File: src/rtl/baud_cfg_pkg.sv
// Shared types and constants for the SPART baud divisor configuration path.
// Bus register addresses, FSM state encoding, default divisor width.
package baud_cfg_pkg;

  localparam int DIV_W_DEF = 16;

  localparam logic [1:0] ADDR_DBL = 2'b10;
  localparam logic [1:0] ADDR_DBH = 2'b11;

  typedef enum logic [2:0] {
    INIT,
    IDLE,
    WAIT_HI,
    PEND,
    LOAD
  } state_t;

endpackage

File: src/rtl/baud_defer_timer.sv
// Saturating defer counter; flags expiry once it has waited MAX_DEFER-1 cycles.
// Clear has priority over enable.
module baud_defer_timer #(
  parameter int MAX_DEFER = 50000
) (
  input  logic clk,
  input  logic rst,
  input  logic clr,
  input  logic en,
  output logic expired
);

  localparam int CW = (MAX_DEFER > 2) ? $clog2(MAX_DEFER) : 1;
  localparam logic [CW-1:0] LAST = CW'(MAX_DEFER - 1);

  logic [CW-1:0] cnt;

  always_ff @(posedge clk or negedge rst) begin
    if (!rst) begin
      cnt <= '0;
    end else if (clr) begin
      cnt <= '0;
    end else if (en && cnt != LAST) begin
      cnt <= cnt + 1'b1;
    end
  end

  assign expired = (cnt == LAST);

endmodule

File: src/rtl/baud_cfg_ctrl.sv
// Baud divisor configuration sequencer: shadows DBL/DBH writes and commits
// them to the baud generator only when the link is idle or the wait times out.
module baud_cfg_ctrl
  import baud_cfg_pkg::*;
#(
  parameter int DIV_W = DIV_W_DEF,
  parameter logic [DIV_W-1:0] RESET_DIV = DIV_W'(162),
  parameter int MAX_DEFER = 50000
) (
  input  logic             clk,
  input  logic             rst,
  input  logic             iocs,
  input  logic             iorw,
  input  logic [1:0]       ioaddr,
  input  logic [7:0]       data_in,
  input  logic             tx_busy,
  input  logic             rx_busy,
  output logic             brg_wr_en,
  output logic [DIV_W-1:0] brg_div,
  output logic             cfg_busy,
  output logic [7:0]       rd_data,
  output logic             rd_valid
);

  state_t state;
  state_t nxt;

  logic [7:0]       lo_shadow;
  logic [DIV_W-1:0] cand;
  logic [DIV_W-1:0] raw_div;
  logic [DIV_W-1:0] new_div;

  logic wr_lo;
  logic wr_hi;
  logic rd_hit;
  logic upd_lo;
  logic upd_cand;
  logic link_busy;
  logic t_clr;
  logic t_en;
  logic t_exp;

  assign wr_lo     = iocs & ~iorw & (ioaddr == ADDR_DBL);
  assign wr_hi     = iocs & ~iorw & (ioaddr == ADDR_DBH);
  assign rd_hit    = iocs & iorw & ioaddr[1];
  assign link_busy = tx_busy | rx_busy;

  // The generator must never be loaded with zero.
  assign raw_div = DIV_W'({data_in, lo_shadow});
  assign new_div = (raw_div == '0) ? DIV_W'(1) : raw_div;

  always_comb begin
    nxt      = state;
    upd_lo   = 1'b0;
    upd_cand = 1'b0;
    unique case (state)
      INIT: nxt = LOAD;
      IDLE, LOAD: begin
        nxt = IDLE;
        if (wr_lo) begin
          upd_lo = 1'b1;
          nxt    = WAIT_HI;
        end else if (wr_hi) begin
          upd_cand = 1'b1;
          nxt      = PEND;
        end
      end
      WAIT_HI: begin
        if (wr_lo) begin
          upd_lo = 1'b1;
        end else if (wr_hi) begin
          upd_cand = 1'b1;
          nxt      = PEND;
        end
      end
      PEND: begin
        if (wr_lo) begin
          upd_lo = 1'b1;
          nxt    = WAIT_HI;
        end else if (wr_hi) begin
          upd_cand = 1'b1;
        end else if (!link_busy || t_exp) begin
          nxt = LOAD;
        end
      end
      default: nxt = INIT;
    endcase
  end

  assign t_clr = (nxt == LOAD) || (nxt == WAIT_HI);
  assign t_en  = (state == PEND) && link_busy;

  baud_defer_timer #(
    .MAX_DEFER(MAX_DEFER)
  ) u_timer (
    .clk    (clk),
    .rst    (rst),
    .clr    (t_clr),
    .en     (t_en),
    .expired(t_exp)
  );

  always_ff @(posedge clk or negedge rst) begin
    if (!rst) begin
      state     <= INIT;
      brg_wr_en <= 1'b0;
      brg_div   <= RESET_DIV;
      cfg_busy  <= 1'b1;
      rd_data   <= '0;
      rd_valid  <= 1'b0;
      lo_shadow <= '0;
      cand      <= RESET_DIV;
    end else begin
      state     <= nxt;
      brg_wr_en <= (nxt == LOAD);
      cfg_busy  <= (nxt == INIT) || (nxt == PEND) || (nxt == LOAD);
      rd_valid  <= rd_hit;
      if (nxt == LOAD) brg_div <= cand;
      if (upd_lo) lo_shadow <= data_in;
      if (upd_cand) cand <= new_div;
      if (rd_hit) rd_data <= ioaddr[0] ? brg_div[15:8] : brg_div[7:0];
    end
  end

endmodule

File: config.mk
export PLATFORM = sky130hd
export DESIGN_NAME = baud_cfg_ctrl
export DESIGN_NICKNAME = d
export VERILOG_FILES = /design/src/rtl/baud_cfg_pkg.sv /design/src/rtl/baud_defer_timer.sv /design/src/rtl/baud_cfg_ctrl.sv
export SDC_FILE = /design/constraint.sdc
export NUM_CORES = 1
export LEC_CHECK = 0
export CAP_MARGIN = 20
export CORE_MARGIN = 2
export CORE_UTILIZATION = 50
export CTS_BUF_LIST = sky130_fd_sc_hd__clkbuf_4 sky130_fd_sc_hd__clkbuf_8 sky130_fd_sc_hd__clkbuf_16
export DETAILED_ROUTE_END_ITERATION = 7
export PLACE_DENSITY = 0.73
export SLEW_MARGIN = 25
export SYNTH_ARGS = -nofsm -noshare
export SYNTH_HDL_FRONTEND = slang
export SYNTH_SLANG_ARGS = --single-unit
File: constraint.sdc
create_clock -name clk -period 2.7 [get_ports clk]
set_input_delay 0.675 -clock clk [delete_from_list [all_inputs] [get_ports clk]]
set_output_delay 0.675 -clock clk [all_outputs]
set_load 0.02 [all_outputs]
==> impl_results.md, run 1 <==
- Most frequent cells in the layout: dfrtp_1, clkdlybuf4s50_1, mux2_2
- Mapped Cells: between 200 and 300
- Total negative slack: 0 ns
- #FFs+latches synth: 70
- Worst R2R Start: u_timer.cnt[11]
- Max-slew violation count: 0
- Post-cts hold buffer count: 0
- Final wirelength: about 6.6 mm
- Layout cell share with drive strength beyond 1: 25.08%
- EDFF count, synth: 0
- Net Sw Frac: 31.48%
- CP startpoint: u_timer.cnt[11]
- Gpl congestion: 0.8546
- CP Buf/Inv Count: 1
- Die area: 0.007262 mm²
- Die Height: 85.22 µm
- Drt first-iter violations: 220
- Req. time, crit path: between 2 and 3 ns
- Leakage: between 0.0015 and 0.002 µW
- Post-CTS setup buffers: 0
- Htree depth: 3
- # resized after CTS: 0
- # fillers: approximately 480
- First drt pass iteration count: 5
- Crit-path slowest cell: or4_4
- CTS tree: yes
- Power Internal: 2685 µW
- Setup-failing EPs final: 0
- Comb pwr share: 32.9%
- Pwr dens: approximately 980 mW/mm²
- Largest area contributor in the netlist: dfrtp_1
- WL per Instance: 16.61 µm
- Fin util: a little over three fifths
- All-Layer GR Usage: 20.38%
- Commonest non-fill, non-tap cell in the layout: dfrtp_1
- Clock skew: 0.01376 ns
- Detail Route Antenna Nets: 0
- Final setup margin: around 0.32 ns
- Worst IR Drop VDD: between 0.6 and 0.7 mV
- First-pass GRT wire length: 11.67 mm
- Vias: approximately 2.3k
- Top-area cell type share of the netlist area: a little under half
- Fin. Hold Viols: 0
- Placeable core area: about 0.0063 mm²
- Syn Nets: around 290
- Main flop type after synthesis: dfrtp_1
- Root buffer cell: clkbuf_8
- Crit-path cells: or4_4 -> or4_4 -> a311oi_4 -> buf_4 -> a211oi_1
- CP max stage delay: roughly 0.58 ns
- CTS clk-pin slew, worst paths: roughly 0.080 ns
- Largest net degree at the start of global routing: 43
- Cts bufs inserted: 9
- Slew headroom: a little over half
- CTS Sinks: 70
- Critical path's most frequent cell: or4_4
- Hold Crit Class: in -> async
- Synth warn: 0
- Diodes inserted: 0
- Boundary Pins: 43
- Status: finished, final reports clean
- Clock network latency to the later pin of the worst-skew pair: about 0.34 ns
- DP Worst Slack: 0.03837 ns
- FMAX: 419.6 MHz
- Register area: between 0.0015 and 0.002 mm²
- Sw Pwr: ~1200 µW
- Register area share after synthesis: 53.38%
- Initial antenna violation count: 0
- Synth Cell Area: approximately 0.0033 mm²
- Nets: ~340
- DR vias/cell: between 5 and 6
- Area occupied by multi-input gates: ~0.0014 mm²
- Area Growth Syn to Fin: 21.70%
- Vias in the first global route: approximately 2.3k
- Crit path max-delay family: simple AND/OR/NAND/NOR gates
- Max FO, Critical Path: 16
- Crit path time final: 2.383 ns
- CP startpoint kind: flip-flop
- Sequential power share: a little over two fifths
- Rows: 29
- CP endpoint kind: flip-flop
- Die W: between 80 and 90 µm
- CTS Buffer Depth: 2
- Number of port buffers: 42
- Slew at the pin with the worst max-slew slack: 0.6952 ns
- Final period util: ~88%
- Clock share of power: between 20 and 25%
- Async SR Flop Fraction: 100.0%
- DRC: 0
- Post-synth cell types: between 40 and 50
- DPL Wire Length: 4.410 mm
- CP Class: reg -> reg
- RSZ-0062 raised after global routing: false
- Initial Util: 51.94%
- Max-cap violations: 0
- Top post-synthesis cells by area: dfrtp_1, mux2_2, dfstp_2, a211oi_1, a22o_1
- GRT Residual Overflow: 0
- Worst EP arrival: roughly 2.6 ns
- Syn_area_per_cell: between 10 and 15 µm²
[power by group through the flow]
stage / Sequential, µW / Clock (µW) / Combinational, µW
3_5_place_dp: 1690 / 0 / 1300
4_1_cts: 1680 / 983 / 1300
5_1_grt: 1730 / 1030 / 1400
2_1_floorplan: 1830 / 0 / 651
6_report: 1670 / 955 / 1290
3_3_place_gp: 1680 / 0 / 1280
[metrics by stage]
stage                     instance area, µm²  hold WS [ns]  power (µW)  std cells
after global routing                    4014        0.3967        4159        400
final                                   4014        0.3531        3918        400
after floorplan                         3298        0.3794        2476        271
after CTS                               4014        0.3632        3963        400
after detailed placement                3786        0.4691        2990        384
after global placement                  3786        0.4602        2958        384
[worst paths after layout]
| kind | to | slack, ns | depth (start not counted) |
|---|---|---|---|
| min reg2reg | rd_data[4] | 0.48 | 2 |
| min in group clk | rd_data[4] | 0.48 | 2 |
| max in group asynchronous | brg_div[1] | 1.62 | 2 |
| max reg2reg | u_timer.cnt[5] | 0.32 | 5 |
| max | u_timer.cnt[5] | 0.32 | 5 |
| min | brg_div[14] | 0.35 | 1 |
[cell families (layout without fill, tap and decap cells)]
group / after synthesis / after routing / share of synthesized area [%]
and+or+nand+nor: 74 / 74 / 14.42
DFF: 70 / 70 / 53.38
AOI/OAI and AO/OA: 65 / 65 / 14.83
muxes: 36 / 36 / 11.99
buffers and inverters: 25 / 77 / 5.008
adders and majority gates: 1 / 1 / 0.3793
[routing by layer]
layer  global-route usage, %  wire length, µm
met1                   32.16             3522
met2                   27.20             2804
met3                   3.599              180
met4                   9.091              136
met5                       0                0
[area by class of cell]
cell class                      count  share of cell area, %
Multi-Input combinational cell    176                  34.20
Clock inverter                      5                  2.057
Timing Repair Buffer               54                  13.22
Clock buffer                       11                  3.616
Inverter                            7                 0.6546
Sequential cell                    70                  43.86
Tap cell                           77                  2.400
[synth_stat cells, drive strengths merged (3+ instances only)]
| library cell | count |
|---|---|
| dfstp | 7 |
| and4 | 3 |
| nor3 | 4 |
| nor2 | 3 |
| and3 | 3 |
| nor4 | 6 |
| clkbuf | 11 |
| o21ai | 16 |
| nand2 | 15 |
| inv | 7 |
| nand4 | 5 |
| mux2 | 28 |
| or3 | 5 |
| dfrtp | 63 |
| buf | 6 |
| mux2i | 8 |
| nand3 | 9 |
| a21oi | 5 |
| a211oi | 16 |
| o31ai | 11 |
| or4 | 13 |
| a22o | 11 |
[sequential cells by signal, indices dropped and copies added, names as in the netlist]
signal,cells
rd_data,8
brg_wr_en,1
brg_div,16
cfg_busy,1
state,3
lo_shadow,8
u_timer.cnt,16
cand,16
rd_valid,1
(Power assumes the default switching activity.)
==> run 2: changes to the inputs <==
--- a/config.mk
+++ b/config.mk
@@ -7,10 +7,10 @@
 export LEC_CHECK = 0
 export CAP_MARGIN = 20
 export CORE_MARGIN = 2
-export CORE_UTILIZATION = 50
+export CORE_UTILIZATION = 49
 export CTS_BUF_LIST = sky130_fd_sc_hd__clkbuf_4 sky130_fd_sc_hd__clkbuf_8 sky130_fd_sc_hd__clkbuf_16
 export DETAILED_ROUTE_END_ITERATION = 7
-export PLACE_DENSITY = 0.73
+export PLACE_DENSITY = 0.75
 export SLEW_MARGIN = 25
 export SYNTH_ARGS = -nofsm -noshare
 export SYNTH_HDL_FRONTEND = slang
==> constraint.sdc (replaced) <==
create_clock -name clk -period 2 [get_ports clk]
set_input_delay 0.5 -clock clk [delete_from_list [all_inputs] [get_ports clk]]
set_output_delay 0.5 -clock clk [all_outputs]
set_load 0.02 [all_outputs]
==> impl_results.md, run 2 (same netlist as run 1, synthesis figures left out) <==
- Status: complete, but fails checks (was finished, final reports clean)
- Failing checks: setup timing
- Area Growth Syn to Fin: 30.58% (was 21.70%)
- DPL Wire Length: 5.322 mm (was 4.410 mm)
- Fin. Hold Viols: 0 (unchanged)
- Vias in the first global route: 2563 (was 2257)
- CTS Sinks: 70 (unchanged)
- Crit path time final: 2.094 ns (was 2.383 ns)
- Vias: 2537 (was 2348)
- Rows: 29 (unchanged)
- DRC: 0 (unchanged)
- Cts bufs inserted: 9 (unchanged)
- Final period util: 104.7% (was 88.27%)
- Slew headroom: 51.53% (was 53.53%)
- Boundary Pins: 43 (unchanged)
- Critical path's most frequent cell: or4_4 (unchanged)
- FMAX: 477.6 MHz (was 419.6 MHz)
- Top Registers: brg_div: 16 flops, cand: 16 flops, u_timer.cnt: 16 flops (unchanged)
- Initial Util: 51.35% (was 51.94%)
- Drt first-iter violations: 138 (was 220)
- Crit path max-delay family: simple AND/OR/NAND/NOR gates (unchanged)
- Commonest non-fill, non-tap cell in the layout: dfrtp_1 (unchanged)
- Tot Pwr: 5215 µW (was 3918 µW)
- Nets: 367 (was 335)
- Die W: 86.04 µm (was 85.22 µm)
- Diodes inserted: 0 (unchanged)
- Htree depth: 3 (unchanged)
- Max FO, Critical Path: 9 (was 16)
- Crit path depth: 5 (unchanged)
- CTS clk-pin slew, worst paths: 0.08 ns (about the same)
- Worst EP arrival: 2.31 ns (was 2.59 ns)
- Layout cell share with drive strength beyond 1: 34.65% (was 25.08%)
- Post-CTS setup buffers: 0 (unchanged)
- Crit-path slowest cell: or4_4 (unchanged)
- Req. time, crit path: 2.22 ns (was 2.90 ns)
- Initial antenna violation count: 0 (unchanged)
- Total negative slack: -2.134 ns (was 0 ns)
- CP endpoint kind: flip-flop (unchanged)
- DP Worst Slack: -0.3131 ns (was 0.03837 ns)
- Max-cap violations: 0 (unchanged)
- CP max stage delay: 0.54 ns (was 0.58 ns)
- CTS Buffer Depth: 2 (unchanged)
- Final wirelength: 7.416 mm (was 6.644 mm)
- Clock skew: 0.008993 ns (was 0.01376 ns)
- GRT Residual Overflow: 0 (unchanged)
- Final setup margin: -0.09370 ns (was 0.3167 ns)
- Setup-failing EPs final: 32 (was 0)
- Number of port buffers: 42 (unchanged)
- Hold_ws: 0.1377 ns (was 0.3531 ns)
- Leakage: 0.001861 µW (was 0.001682 µW)
- All-Layer GR Usage: 21.87% (was 20.38%)
- Largest net degree at the start of global routing: 29 (was 43)
- Worst IR Drop VDD: 0.8801 mV (was 0.6318 mV)
- Slew at the pin with the worst max-slew slack: 0.7244 ns (was 0.6952 ns)
- Clock network latency to the later pin of the worst-skew pair: 0.34 ns (about the same)
- Root buffer cell: clkbuf_8 (unchanged)
- Detail Route Antenna Nets: 0 (unchanged)
- Die Height: 86.04 µm (was 85.22 µm)
- CP startpoint kind: flip-flop (unchanged)
- Max-slew violation count: 0 (unchanged)
- Placeable core area: 0.006422 mm² (was 0.006350 mm²)
- CTS tree: yes (unchanged)
- Crit-path cells: or4_4 -> or4_4 -> a311oi_4 -> buf_6 -> a211oi_1 (was or4_4 -> or4_4 -> a311oi_4 -> buf_4 -> a211oi_1)
- CP Buf/Inv Count: 1 (unchanged)
- Hold Crit Class: in -> async (unchanged)
- Pwr dens: 1211 mW/mm² (was 976.2 mW/mm²)
- Most frequent cells in the layout: dfrtp_1, clkdlybuf4s50_1, buf_4 (was dfrtp_1, clkdlybuf4s50_1, mux2_2)
- First drt pass iteration count: 5 (unchanged)
- DR vias/cell: 5.873 (was 5.870)
- Gpl congestion: 0.8971 (was 0.8546)
- Fin util: 67.06% (was 63.21%)
- First-pass GRT wire length: 12.56 mm (was 11.67 mm)
- CP Class: reg -> reg (unchanged)
- WL per Instance: 17.17 µm (was 16.61 µm)
- RSZ-0062 raised after global routing: true (was false)
- FF-to-FF path depth: 5 (unchanged)
- Die area: 0.007403 mm² (was 0.007262 mm²)
[run 2: cell types whose count changed in the layout (fill, tap and decap cells not counted), moves of 2 or more]
cell             delta
clkdlybuf4s50_1     -4
dlygate4sd2_1       +3
bufinv_16           -2
buf_12              +3
buf_4              +27
a211oi_1            -9
a211oi_2            +9
buf_6               +2
[run 2: worst register-to-register path: stages, from the launching register on]
cell and delay [ns]:
dfrtp_1 0.41, or4_4 0.54, or4_4 0.46, a311oi_4 0.28
buf_6 0.20, a211oi_1 0.06
[run 2: path summary, 6_finish.rpt]
path,to,startpoint,slack [ns]
worst max-delay path,u_timer.cnt[15],u_timer.cnt[10],-0.09
max in group asynchronous,cand[7],rst,1.25
worst min-delay path,rd_data[0],rst,0.14
worst max register to register,u_timer.cnt[15],u_timer.cnt[10],-0.09
min in group clk,rd_data[7],rd_data[7],0.49
worst min register to register,rd_data[7],rd_data[7],0.49
[run 2: final cells by class]
type / instances / area (µm²)
fillers: 493 / 2116
inverters: 7 / 26.28
multi-input cells: 176 / 1433
well taps: 77 / 96.34
flip-flops and latches: 70 / 1760
clock inverters: 6 / 45.04
repair buffers: 86 / 814.5
clock buffers: 10 / 131.4
[run 2: repair_timing]
item                       CTS  global route
setup endpoints to repair   35            35
hold buffers                 0             0
gates resized for setup     13             3
pin swaps                    5             2
[run 2: through the flow]
| stage | instances | instance area (µm²) |
|---|---|---|
| after floorplan | 271 | 3309 |
| after global placement | 416 | 4075 |
| after detailed placement | 416 | 4075 |
| after CTS | 432 | 4295 |
| after global routing | 432 | 4307 |
| final | 432 | 4307 |
[run 2: report_power, final]
group / internal [µW] / switching (µW) / total (µW) / leakage, µW
registers: 1940 / 325 / 2270 / 0.000886
clock network: 472 / 553 / 1020 / 0.0000944
logic: 1010 / 914 / 1920 / 0.000881
[run 2: routing by layer]
metal  wire length [µm]  global-route usage, %
met3                277                  6.449
met1               3286                  27.06
met2               3792                  37.35
met4                 59                  5.916
met5                  0                      0
